==> src/rtl/input_direction_arbiter_if.sv <==
`default_nettype none
// ============================================================================
//  Module      : input_direction_arbiter_if
//  Description : Bundle of player-input and committed-direction signals for
//                input_direction_arbiter. The master side drives buttons,
//                keyboard bytes and the frame tick; the slave side returns
//                the committed direction.
//  Revision    : 1.0 - initial release
// ============================================================================
interface input_direction_arbiter_if;
    logic [3:0] key_n;            // raw active-low buttons: [0]=up [1]=down [2]=left [3]=right
    logic       ps2_key_pressed;  // one-cycle strobe, new keyboard byte
    logic [7:0] ps2_key_data;     // scan-code byte, valid with the strobe
    logic       tick;             // game-frame commit strobe
    logic [3:0] dir;              // committed one-hot direction
    logic       dir_valid;        // a direction has been committed
    logic       dir_changed;      // commit changed dir

    modport master (
        output key_n, ps2_key_pressed, ps2_key_data, tick,
        input  dir, dir_valid, dir_changed
    );

    modport slave (
        input  key_n, ps2_key_pressed, ps2_key_data, tick,
        output dir, dir_valid, dir_changed
    );
endinterface
`default_nettype wire

==> src/rtl/input_direction_arbiter.sv <==
`default_nettype none
// ============================================================================
//  Module      : input_direction_arbiter
//  Description : Merges debounced pushbuttons and (optionally) PS2 arrow keys
//                into one pending direction request that is committed on
//                each game-frame tick.
//                Optional feature macro: PS2_INPUT_EN builds the PS2
//                scan-code decoder; without it the PS2 inputs are ignored.
//  Revision    : 1.0 - initial release
// ============================================================================
module input_direction_arbiter #(
    parameter int DEBOUNCE_CYCLES = 250000,
    parameter int PS2_TIMEOUT     = 1000000
) (
    input  wire logic              clock,
    input  wire logic              reset,
    input_direction_arbiter_if.slave bus
);

    localparam int                c_DB_W   = (DEBOUNCE_CYCLES > 1) ? $clog2(DEBOUNCE_CYCLES) : 1;
    localparam logic [c_DB_W-1:0] c_DB_MAX = c_DB_W'(DEBOUNCE_CYCLES - 1);

    logic [3:0] r_sync1;
    logic [3:0] r_sync2;
    logic [3:0] w_press;
    logic [3:0] w_btn_req;
    logic [3:0] w_kbd_req;

    logic [3:0] r_pend;
    logic       r_pend_v;
    logic [3:0] r_dir;
    logic       r_dir_v;
    logic       r_dir_chg;

    // Two-flop synchronizer; resets to "released" so held buttons stay quiet
    always_ff @(posedge clock) begin
        if (reset) begin
            r_sync1 <= 4'b1111;
            r_sync2 <= 4'b1111;
        end else begin
            r_sync1 <= bus.key_n;
            r_sync2 <= r_sync1;
        end
    end

    // One debouncer per button; a press is reported on the cycle the
    // debounced state is about to flip from released to pressed
    for (genvar gi = 0; gi < 4; gi++) begin : g_btn
        logic              r_deb_st;
        logic [c_DB_W-1:0] r_cnt;

        // Count consecutive cycles the synchronized input disagrees with the debounced state
        always_ff @(posedge clock) begin
            if (reset) begin
                r_deb_st <= 1'b1;
                r_cnt    <= '0;
            end else if (r_sync2[gi] != r_deb_st) begin
                if (r_cnt == c_DB_MAX) begin
                    r_deb_st <= r_sync2[gi];
                    r_cnt    <= '0;
                end else begin
                    r_cnt <= r_cnt + 1'b1;
                end
            end else begin
                r_cnt <= '0;
            end
        end

        assign w_press[gi] = r_deb_st && !r_sync2[gi] && (r_cnt == c_DB_MAX);
    end

    // Lowest index wins among simultaneous presses: up > down > left > right
    assign w_btn_req = w_press & (~w_press + 4'd1);

`ifdef PS2_INPUT_EN
    localparam logic [1:0] c_ST_IDLE    = 2'd0;
    localparam logic [1:0] c_ST_EXT     = 2'd1;
    localparam logic [1:0] c_ST_BRK     = 2'd2;
    localparam logic [1:0] c_ST_EXT_BRK = 2'd3;

    localparam int                c_TO_W   = (PS2_TIMEOUT > 1) ? $clog2(PS2_TIMEOUT) : 1;
    localparam logic [c_TO_W-1:0] c_TO_MAX = c_TO_W'(PS2_TIMEOUT - 1);

    logic [1:0]        r_state;
    logic [c_TO_W-1:0] r_to_cnt;

    // Extended arrow scan codes produce a request straight from the EXT state
    always_comb begin
        w_kbd_req = 4'b0000;
        if (bus.ps2_key_pressed && (r_state == c_ST_EXT)) begin
            case (bus.ps2_key_data)
                8'h75:   w_kbd_req = 4'b0001;
                8'h72:   w_kbd_req = 4'b0010;
                8'h6B:   w_kbd_req = 4'b0100;
                8'h74:   w_kbd_req = 4'b1000;
                default: w_kbd_req = 4'b0000;
            endcase
        end
    end

    // Scan-code prefix tracker with idle timeout to drop stale partial sequences
    always_ff @(posedge clock) begin
        if (reset) begin
            r_state  <= c_ST_IDLE;
            r_to_cnt <= '0;
        end else if (bus.ps2_key_pressed) begin
            r_to_cnt <= '0;
            case (r_state)
                c_ST_IDLE: begin
                    if (bus.ps2_key_data == 8'hE0)      r_state <= c_ST_EXT;
                    else if (bus.ps2_key_data == 8'hF0) r_state <= c_ST_BRK;
                    else                                r_state <= c_ST_IDLE;
                end
                c_ST_EXT: begin
                    if (bus.ps2_key_data == 8'hF0) r_state <= c_ST_EXT_BRK;
                    else                           r_state <= c_ST_IDLE;
                end
                default:   r_state <= c_ST_IDLE;
            endcase
        end else if (r_state != c_ST_IDLE) begin
            if (r_to_cnt == c_TO_MAX) begin
                r_state  <= c_ST_IDLE;
                r_to_cnt <= '0;
            end else begin
                r_to_cnt <= r_to_cnt + 1'b1;
            end
        end
    end
`else
    logic w_unused_ps2;

    assign w_kbd_req    = 4'b0000;
    assign w_unused_ps2 = ^{bus.ps2_key_pressed, bus.ps2_key_data};
`endif

    // Pending request (buttons beat keyboard) and commit on tick; a request
    // arriving with the tick overwrites the cleared slot and waits for the next tick
    always_ff @(posedge clock) begin
        if (reset) begin
            r_pend    <= 4'b0000;
            r_pend_v  <= 1'b0;
            r_dir     <= 4'b0000;
            r_dir_v   <= 1'b0;
            r_dir_chg <= 1'b0;
        end else begin
            r_dir_chg <= 1'b0;
            if (bus.tick && r_pend_v) begin
                r_dir     <= r_pend;
                r_dir_v   <= 1'b1;
                r_dir_chg <= (r_pend != r_dir);
                r_pend    <= 4'b0000;
                r_pend_v  <= 1'b0;
            end
            if (|w_btn_req) begin
                r_pend   <= w_btn_req;
                r_pend_v <= 1'b1;
            end else if (|w_kbd_req) begin
                r_pend   <= w_kbd_req;
                r_pend_v <= 1'b1;
            end
        end
    end

    assign bus.dir         = r_dir;
    assign bus.dir_valid   = r_dir_v;
    assign bus.dir_changed = r_dir_chg;

endmodule
`default_nettype wire

==> src/flat_wrapper.sv <==
// flat-port wrapper written by rule: the top's interface ports become plain ports
module input_direction_arbiter_flat 
#(
    parameter int DEBOUNCE_CYCLES = 250000,
    parameter int PS2_TIMEOUT     = 1000000
)
  (clock, reset, bus_key_n, bus_ps2_key_pressed, bus_ps2_key_data, bus_tick, bus_dir, bus_dir_valid, bus_dir_changed);
  input_direction_arbiter_if bus_i ();
  input  wire logic clock;
  input  wire logic reset;
  input wire logic [$bits(bus_i.key_n)-1:0] bus_key_n;
  input wire logic [$bits(bus_i.ps2_key_pressed)-1:0] bus_ps2_key_pressed;
  input wire logic [$bits(bus_i.ps2_key_data)-1:0] bus_ps2_key_data;
  input wire logic [$bits(bus_i.tick)-1:0] bus_tick;
  output wire logic [$bits(bus_i.dir)-1:0] bus_dir;
  output wire logic [$bits(bus_i.dir_valid)-1:0] bus_dir_valid;
  output wire logic [$bits(bus_i.dir_changed)-1:0] bus_dir_changed;
  assign bus_i.key_n = bus_key_n;
  assign bus_i.ps2_key_pressed = bus_ps2_key_pressed;
  assign bus_i.ps2_key_data = bus_ps2_key_data;
  assign bus_i.tick = bus_tick;
  assign bus_dir = bus_i.dir;
  assign bus_dir_valid = bus_i.dir_valid;
  assign bus_dir_changed = bus_i.dir_changed;
  input_direction_arbiter #(.DEBOUNCE_CYCLES(DEBOUNCE_CYCLES), .PS2_TIMEOUT(PS2_TIMEOUT)) u_core (.clock(clock), .reset(reset), .bus(bus_i));
endmodule
==> config.mk <==
export PLATFORM = sky130hd
export DESIGN_NAME = input_direction_arbiter_flat
export DESIGN_NICKNAME = d
export VERILOG_FILES = /design/src/rtl/input_direction_arbiter_if.sv /design/src/rtl/input_direction_arbiter.sv /design/src/flat_wrapper.sv
export SDC_FILE = /design/constraint.sdc
export NUM_CORES = 1
export LEC_CHECK = 0
export CORE_ASPECT_RATIO = 1.2
export CORE_MARGIN = 5
export CORE_UTILIZATION = 55
export DETAILED_ROUTE_END_ITERATION = 10
export DONT_BUFFER_PORTS = 1
export GPL_TIMING_DRIVEN = 1
export PLACE_DENSITY = 0.8
export REMOVE_ABC_BUFFERS = 1
export SLEW_MARGIN = 20
export SYNTH_ARGS = -nofsm -noshare
export SYNTH_HDL_FRONTEND = slang
export SYNTH_SLANG_ARGS = --single-unit
==> constraint.sdc <==
create_clock -name clock -period 3.75 [get_ports clock]
set_clock_uncertainty 0.1 [all_clocks]
set_input_delay 0.75 -clock clock [delete_from_list [all_inputs] [get_ports clock]]
set_output_delay 0.75 -clock clock [all_outputs]
set_load 0.05 [all_outputs]
==> results_dict.tcl, run 1 <==
set metrics [dict create \
    drt_iter0_markers 77 \
    maxCapViolations 0 \
    cts_root_buf "clkbuf_8" \
    rsz0062_at_grt "false" \
    holdBufCountCts 0 \
    drc 0 \
    setup_violations 0 \
    p_per_area_nw_per_um2 415 \
    p_leak_nw 1.47 \
    ys_ff_latch 95 \
    cts_made_buffers 9 \
    stdcell_count 547 \
    worstSetupPathDepth 5 \
    final_core_util 0.599 \
    ys_warn_count 0 \
    dp_hpwl_um 4890 \
    fill_cells 611 \
    path_clk_slew_ns 0.09 \
    die_h_um 104 \
    critPathKind "register to register" \
    slowest_delay_ns 0.56 \
    reg2reg_to "u_core.g_btn[1].r_cnt[5]$_SDFF_PP0_" \
    start_util 0.561 \
    cts_setup_buffers 0 \
    routed_wl_um 7020 \
    synth_top_family_by_area "simple AND/OR/NAND/NOR gates" \
    gp_congestion 0.809 \
    synthCells 452 \
    muxShareOfSynthArea 0.00248 \
    io_buffer_count 0 \
    overflow 0 \
    async_reset_ff_frac 0 \
    firstDrtPassIters 7 \
    cp-start-kind "register" \
    min_path_type "register to register" \
    grt_util_all_layers 0.164 \
    slew_headroom 0.574 \
    crit_chain "or4b_4 -> nor4b_4 -> nand3_1 -> nand2_2 -> nor2_1" \
    crit_end "u_core.g_btn[1].r_cnt[5]$_SDFF_PP0_" \
    synthAdderAreaFrac 0.0248 \
    worstReg2RegStart "u_core.g_btn[1].r_cnt[13]$_SDFF_PP0_" \
    crit_fanout 16 \
    wire_per_inst_um 12.8 \
    period_needed_ns 2.01 \
    synth-simple-area-share 0.296 \
    synth_xor_area_frac 0.143 \
    clkSinkCount 95 \
    syn_area_um2 4040 \
    endpoint_kind "register" \
    final_max_slew_viol_count 0 \
    viasPerCell 5.43 \
    netlist_top_cells_area "dfxtp_1, xor2_1, nor2_1" \
    cp_slowest_cell "or4b_4" \
    cts_resized 0 \
    place_area_um2 4080 \
    fmax_ghz 0.498 \
    io_pins 22 \
    r2r_cells 5 \
    cts_tree "done" \
    seq_area_frac_synth 0.471 \
    place_inst 530 \
    crit_start "u_core.g_btn[1].r_cnt[13]$_SDFF_PP0_" \
    synthToLayoutAreaGrowth_pct 6.79 \
    power_mw 1.79 \
    grt_pass1_wl_um 12200 \
    ys_types 41 \
    synth_area_leader_cell "dfxtp_1" \
    synth.most_common_cell "dfxtp_1" \
    die_area_um2 9160 \
    antenna_left 0 \
    tns_ns 0 \
    fp.dieW_um 88.2 \
    grt_pass1_vias 2935 \
    crit_family "simple AND/OR/NAND/NOR gates" \
    worst-path-buf-inv 0 \
    critPathRequiredTime_ns 3.89 \
    drive_gt1_frac 0.0746 \
    finalHoldViolCount 0 \
    tightest_slew_ns 0.635 \
    timing.final.crit_share 0.536 \
    status "finished clean" \
    antenna_found_initial 1 \
    core_um2 7190 \
    htreeDepth 3 \
    synth_compound_area_frac 0.0329 \
    synth.top_cells.by_count "dfxtp_1, nor2_1, xor2_1" \
    grt_start_max_net_pins 27 \
    ir_drop_v 0.000260 \
    nets 475 \
    synth_edf_count 0 \
    route.vias.total 2968 \
    worstPathArrival_ns 2.15 \
    clock_latency_ns 0.36 \
    clk_path_buf_depth 2 \
    synth_top_area_share 0.471 \
    syn_avg_cell_area_um2 8.93 \
    stdcell_area_um2 4310 \
    synth_ff_type "dfxtp_1" \
    reg2reg_slack_ns 1.74 \
    rows 34 \
]
-- routing by layer --
metal	wire length, um	part of all wire	track usage	vias to the layer above
li1	-	-	-	1519
met1	3190	0.45	0.198	1396
met2	3440	0.49	0.273	42
met3	231	0.033	0.0461	11
met4	148	0.021	0.0626	0
met5	0	0	0	-
-- final cells by class --
| class | count | area [um2] | share of cell area |
|---|---|---|---|
| inverters | 13 | 48.8 | 0.0113 |
| well taps | 90 | 113 | 0.0261 |
| clock buffers | 10 | 138 | 0.0319 |
| clock inverters | 6 | 90.1 | 0.0209 |
| multi-input cells | 332 | 2020 | 0.468 |
| flip-flops and latches | 95 | 1900 | 0.441 |
| diodes | 1 | 2.50 | 0.000581 |
-- sequential cells by signal, summed over array words and instances, names as in the netlist --
register                count
u_core.g_btn.r_cnt         72
u_core.bus.dir              4
u_core.g_btn.r_deb_st       4
u_core.r_pend               4
u_core.r_sync1              4
u_core.r_sync2              4
u_core.bus.dir_changed      1
u_core.bus.dir_valid        1
u_core.r_pend_v             1
-- cell families (layout without fill, tap and decap cells) --
kind of cell,after synthesis,in the layout
simple gates,236,236
flops,95,95
xor+xnor,66,66
buf+inv,25,29
compound gates,21,21
fa+ha+maj,8,8
mux,1,1
other cells,0,1
-- worst min-delay path by stage --
stage | from | end | slack [ns] | cells past startpoint
6_report | u_core.r_sync1[2]$_SDFF_PP1_ | u_core.r_sync2[2]$_SDFF_PP1_ | 0.32 | 1
5_1_grt | u_core.r_sync1[2]$_SDFF_PP1_ | u_core.r_sync2[2]$_SDFF_PP1_ | 0.33 | 1
4_1_cts | u_core.r_sync1[2]$_SDFF_PP1_ | u_core.r_sync2[2]$_SDFF_PP1_ | 0.31 | 1
3_5_place_dp | u_core.r_sync1[2]$_SDFF_PP1_ | u_core.r_sync2[2]$_SDFF_PP1_ | 0.30 | 1
3_3_place_gp | u_core.r_sync1[2]$_SDFF_PP1_ | u_core.r_sync2[2]$_SDFF_PP1_ | 0.29 | 1
2_1_floorplan | u_core.r_sync1[0]$_SDFF_PP1_ | u_core.r_sync2[0]$_SDFF_PP1_ | 0.29 | 1
-- worst register-to-register path, cell delays in order (launching register included) --
cell     delay, ns
dfxtp_1       0.36
or4b_4        0.56
nor4b_4       0.27
nand3_1       0.20
nand2_2       0.30
nor2_1        0.10
-- stage by stage --
| stage | worst slack, ns | hold slack (ns) |
|---|---|---|
| after floorplan | 1.97 | 0.289 |
| after global placement | 1.80 | 0.293 |
| after detailed placement | 1.73 | 0.295 |
| after CTS | 1.71 | 0.314 |
| after global routing | 1.51 | 0.329 |
| final | 1.74 | 0.316 |
-- power by group --
part / switching, mW / leakage, nW / internal [mW] / total, mW
clock network: 0.360 / 0.113 / 0.397 / 0.757
registers: 0.00212 / 0.767 / 1.01 / 1.02
logic: 0.0108 / 0.591 / 0.00646 / 0.0173
total: 0.373 / 1.47 / 1.42 / 1.79
-- cell usage in the layout (no fill, tap or decap), types with 10 or more instances in the layout --
cell,synthesis,layout
and3_1,11,11
clkbuf_8,0,10
dfxtp_1,95,95
inv_1,13,13
nand2_1,35,35
nand3_1,30,30
nand4_1,16,16
nor2_1,85,85
nor3_1,14,14
xnor2_1,26,26
xor2_1,40,40
No activity file was read; power rests on OpenSTA's default activity.
==> run 2: changes to the inputs <==
--- a/config.mk
+++ b/config.mk
@@ -11,7 +11,7 @@
 export DETAILED_ROUTE_END_ITERATION = 10
 export DONT_BUFFER_PORTS = 1
 export GPL_TIMING_DRIVEN = 1
-export PLACE_DENSITY = 0.8
+export PLACE_DENSITY = 0.83
 export REMOVE_ABC_BUFFERS = 1
 export SLEW_MARGIN = 20
 export SYNTH_ARGS = -nofsm -noshare
==> constraint.sdc (replaced) <==
create_clock -name clock -period 1.65 [get_ports clock]
set_clock_uncertainty 0.1 [all_clocks]
set_input_delay 0.33 -clock clock [delete_from_list [all_inputs] [get_ports clock]]
set_output_delay 0.33 -clock clock [all_outputs]
set_load 0.05 [all_outputs]
==> results_dict.tcl, run 2 (same netlist as run 1, synthesis figures left out) <==
set metrics [dict create \
    critPathRequiredTime_ns 1.84 \
    nets 547 \
    r2r_cells 5 \
    largest-register "u_core.g_btn.r_cnt" \
    synthToLayoutAreaGrowth_pct 26.0 \
    setup_violations 23 \
    ir_drop_v 0.000520 \
    rsz0062_at_grt "true" \
    endpoint_kind "register" \
    slew_headroom 0.639 \
    grt_start_max_net_pins 24 \
    reg2reg_slack_ns -0.22 \
    cts_root_buf "clkbuf_8" \
    fp.dieW_um 88.2 \
    p_per_area_nw_per_um2 750 \
    cts_tree "done" \
    die_h_um 104 \
    clk_path_buf_depth 2 \
    io_pins 22 \
    maxCapViolations 0 \
    grt_pass1_wl_um 14000 \
    period_needed_ns 1.87 \
    tightest_slew_ns 0.540 \
    hold_path_depth 2 \
    place_area_um2 4470 \
    drt_iter0_markers 95 \
    drive_gt1_frac 0.237 \
    clock_latency_ns 0.36 \
    worstPathArrival_ns 2.06 \
    grt_util_all_layers 0.188 \
    status "finished with violations" \
    dp_hpwl_um 5350 \
    place_inst 579 \
    diodes 0 \
    worst_hold_slack_ns 0.106 \
    path_clk_slew_ns 0.09 \
    core_um2 7190 \
    stdcell_count 618 \
    finalHoldViolCount 0 \
    critPathKind "register to register" \
    min_path_type "input port to register" \
    cp_slowest_cell "or4b_4" \
    stdcell_area_um2 5080 \
    cp-start-kind "register" \
    final_max_slew_viol_count 0 \
    grt_pass1_vias 3262 \
    fmax_ghz 0.534 \
    htreeDepth 3 \
    slowest_delay_ns 0.55 \
    firstDrtPassIters 4 \
    route.vias.total 3353 \
    crit_fanout 3 \
    die_area_um2 9160 \
    cts_made_buffers 9 \
    io_buffer_count 0 \
    p_leak_nw 1.85 \
    overflow 0 \
    timing.final.crit_share 1.13 \
    violations "setup timing" \
    gp_congestion 0.802 \
    crit_chain "or4b_4 -> nor4b_4 -> nand4_2 -> and2_4 -> a41oi_2" \
    wire_per_inst_um 13.9 \
    antenna_found_initial 0 \
    drc 0 \
    viasPerCell 5.43 \
    start_util 0.561 \
    fin_ws_ns -0.222 \
    clkSinkCount 95 \
    rows 34 \
    routed_wl_um 8580 \
    largest_reg_flops 72 \
    final_cell_mix "nor2_1, dfxtp_1, buf_4, xor2_1, nand2_1" \
    antenna_left 0 \
]
run 2: power breakdown:
| group | internal, mW | total (mW) | switching [mW] |
|---|---|---|---|
| Sequential | 2.30 | 2.31 | 0.00579 |
| Clock | 0.637 | 1.42 | 0.786 |
| Combinational | 0.0437 | 0.0800 | 0.0363 |
| Total | 2.98 | 3.81 | 0.828 |
run 2: critical path, delay by kind of cell (launching register included):
kind            cells  cell delay, ns
compound gates      1            0.16
flops               1            0.32
simple gates        4            1.22
run 2: what timing repair did:
item	4_1_cts	5_1_grt
gates resized for setup	9	43
setup endpoints to repair	42	70
hold buffers	22	0
pin swaps	4	10
endpoints found under the hold margin	20	0
setup buffers	1	0
gates cloned	0	1
run 2: stage by stage:
stage / total power [mW] / util / worst slack [ns] / setup TNS [ns]
floorplan: 2.39 / - / -0.131 / -2.95
global placement: 2.41 / 0.622 / -0.198 / -3.84
detailed placement: 2.41 / 0.622 / -0.253 / -5.20
CTS: 3.83 / 0.680 / -0.204 / -3.17
global route: 3.93 / 0.707 / -0.294 / -5.36
finish: 3.81 / 0.707 / -0.222 / -3.09
run 2: cell type report:
class	instances	area, um2
tap	90	113
clock inverter	4	27.5
multi-input combinational	333	2220
timing repair buffer	71	608
inverter	13	48.8
clock buffer	12	155
sequential	95	1920
fill	500	2100
run 2: path summary, 6_finish.rpt:
kind                                             start                             to
setup / recovery  u_core.g_btn[1].r_cnt[13]$_SDFF_PP0_   u_core.r_pend_v$_SDFFE_PP0P_
hold / removal                                   reset  u_core.r_pend[3]$_SDFFE_PP0P_
setup reg to reg  u_core.g_btn[1].r_cnt[13]$_SDFF_PP0_   u_core.r_pend_v$_SDFFE_PP0P_
hold reg to reg           u_core.r_sync1[0]$_SDFF_PP1_   u_core.r_sync2[0]$_SDFF_PP1_
run 2: layer usage:
metal | wire length, um | up-vias | global-route usage
met4 | 209 | 0 | 0.0842
met3 | 247 | 16 | 0.0262
li1 | - | 1662 | -
met1 | 3680 | 1619 | 0.229
met5 | 0 | - | 0
met2 | 4440 | 56 | 0.321
==> run 3: changes to the inputs <==
--- a/config.mk
+++ b/config.mk
@@ -13,6 +13,7 @@
 export GPL_TIMING_DRIVEN = 1
 export PLACE_DENSITY = 0.83
 export REMOVE_ABC_BUFFERS = 1
+export SKIP_CTS_REPAIR_TIMING = 1
 export SLEW_MARGIN = 20
 export SYNTH_ARGS = -nofsm -noshare
 export SYNTH_HDL_FRONTEND = slang
==> results_dict.tcl, run 3 (same netlist as run 1, synthesis figures left out) <==
set metrics [dict create \
    status "finished with violations" \
    violations "setup timing" \
    final_cell_mix "dfxtp_1, nor2_1, buf_4, xor2_1, nand2_1" \
    p_per_area_nw_per_um2 778 \
    core_um2 7190 \
    final_max_slew_viol_count 0 \
    reg2reg_to "u_core.r_pend[2]$_SDFFE_PP0P_" \
    antenna_left 0 \
    stdcell_count 601 \
    cp-start-kind "register" \
    viasPerCell 5.39 \
    worstReg2RegStart "u_core.g_btn[1].r_cnt[11]$_SDFF_PP0_" \
    timing.final.crit_share 1.14 \
    reg2reg_slack_ns -0.23 \
    grt_start_max_net_pins 27 \
    diodes 0 \
    io_pins 22 \
    overflow 0 \
    fp.dieW_um 88.2 \
    rows 34 \
    synthToLayoutAreaGrowth_pct 21.2 \
    layout_commonest_cell "dfxtp_1" \
    r2r_cells 6 \
    wire_per_inst_um 13.6 \
    crit_chain "or4b_4 -> nor4b_4 -> nand4_2 -> buf_6 -> inv_2 -> a211oi_2" \
    cts_tree "done" \
    htreeDepth 3 \
    clkSinkCount 95 \
    gp_congestion 0.802 \
    drt_iter0_markers 82 \
    grt_pass1_wl_um 12900 \
    grt_util_all_layers 0.174 \
    slew_headroom 0.458 \
    cts_made_buffers 9 \
    maxCapViolations 0 \
    worst-path-buf-inv 2 \
    setup_violations 23 \
    p_leak_nw 1.76 \
    whs_endpoint "u_core.g_btn[3].r_deb_st$_SDFFE_PP1P_" \
    critPathKind "register to register" \
    grt_pass1_vias 3046 \
    fin_ws_ns -0.228 \
    hold_path_startpoint "reset" \
    die_area_um2 9160 \
    finalHoldViolCount 0 \
    fill_cells 536 \
    firstDrtPassIters 4 \
    cp_slowest_cell "or4b_4" \
    die_h_um 104 \
    drive_gt1_frac 0.241 \
    endpoint_kind "register" \
    place_inst 579 \
    clock_latency_ns 0.36 \
    final_core_util 0.680 \
    dp_hpwl_um 5350 \
    largest-register "u_core.g_btn.r_cnt" \
    largest_reg_flops 72 \
    drc 0 \
    crit_family "simple AND/OR/NAND/NOR gates" \
    ir_drop_v 0.000513 \
    route.vias.total 3238 \
    antenna_found_initial 0 \
    crit_fanout 3 \
    multi_input_area_um2 2200 \
    regArea_um2 1910 \
    io_buffer_count 0 \
    critPathRequiredTime_ns 1.79 \
    worstSetupPathDepth 6 \
    slowest_delay_ns 0.54 \
    min_path_type "input port to register" \
    cts_root_buf "clkbuf_8" \
    start_util 0.561 \
    tightest_slew_ns 0.810 \
    clk_path_buf_depth 2 \
    routed_wl_um 8190 \
    path_clk_slew_ns 0.09 \
    hold_path_depth 2 \
    period_needed_ns 1.88 \
    fmax_ghz 0.532 \
    worstPathArrival_ns 2.02 \
    crit_start "u_core.g_btn[1].r_cnt[11]$_SDFF_PP0_" \
    nets 530 \
    rsz0062_at_grt "true" \
]
[run 3: how the worst max path moves through the flow]
stage / to / slack [ns]
2_1_floorplan: u_core.r_pend_v$_SDFFE_PP0P_ / -0.13
3_3_place_gp: u_core.g_btn[1].r_cnt[4]$_SDFF_PP0_ / -0.20
3_5_place_dp: u_core.g_btn[1].r_cnt[11]$_SDFF_PP0_ / -0.25
4_1_cts: u_core.g_btn[1].r_cnt[3]$_SDFF_PP0_ / -0.28
5_1_grt: u_core.r_pend[3]$_SDFFE_PP0P_ / -0.32
6_report: u_core.r_pend[2]$_SDFFE_PP0P_ / -0.23
[run 3: per-layer routing]
| metal | GRT usage | wire [um] | up-vias | share of wire |
|---|---|---|---|---|
| met3 | 0.0349 | 250 | 16 | 0.031 |
| li1 | - | - | 1635 | - |
| met4 | 0.0648 | 172 | 0 | 0.021 |
| met5 | 0 | 0 | - | 0 |
| met1 | 0.217 | 3630 | 1540 | 0.44 |
| met2 | 0.291 | 4140 | 47 | 0.51 |
[run 3: per-stage QoR]
| step | setup slack, ns | power, mW | hold slack (ns) | setup TNS (ns) | cell area, um2 |
|---|---|---|---|---|---|
| after global routing | -0.318 | 3.93 | 0.00533 | -6.88 | 4890 |
| after floorplan | -0.131 | 2.39 | 0.289 | -2.95 | 3970 |
| after CTS | -0.285 | 3.81 | -0.0877 | -6.04 | 4650 |
| final | -0.228 | 3.81 | 0.0137 | -3.87 | 4890 |
| after global placement | -0.198 | 2.41 | 0.293 | -3.84 | 4470 |
| after detailed placement | -0.253 | 2.41 | 0.292 | -5.20 | 4470 |
[run 3: power by group]
| part | internal, mW | switching [mW] | total (mW) |
|---|---|---|---|
| clock | 0.637 | 0.790 | 1.43 |
| combinational | 0.0315 | 0.0393 | 0.0708 |
| sequential | 2.30 | 0.00518 | 2.31 |
[run 3: cell type report]
| class | instances | area share |
|---|---|---|
| clock inverters | 4 | 0.00563 |
| flip-flops and latches | 95 | 0.391 |
| multi-input cells | 334 | 0.449 |
| clock buffers | 12 | 0.0317 |
| inverters | 13 | 0.00998 |
| well taps | 90 | 0.0230 |
| repair buffers | 53 | 0.0888 |
[run 3: worst reg2reg max path: cells and delay by family, from the launching register on]
family                 cells  cell delay, ns
AND/OR/NAND/NOR            3            1.06
buffers and inverters      2            0.24
flip-flops                 1            0.33
AO/OA/AOI/OAI              1            0.03
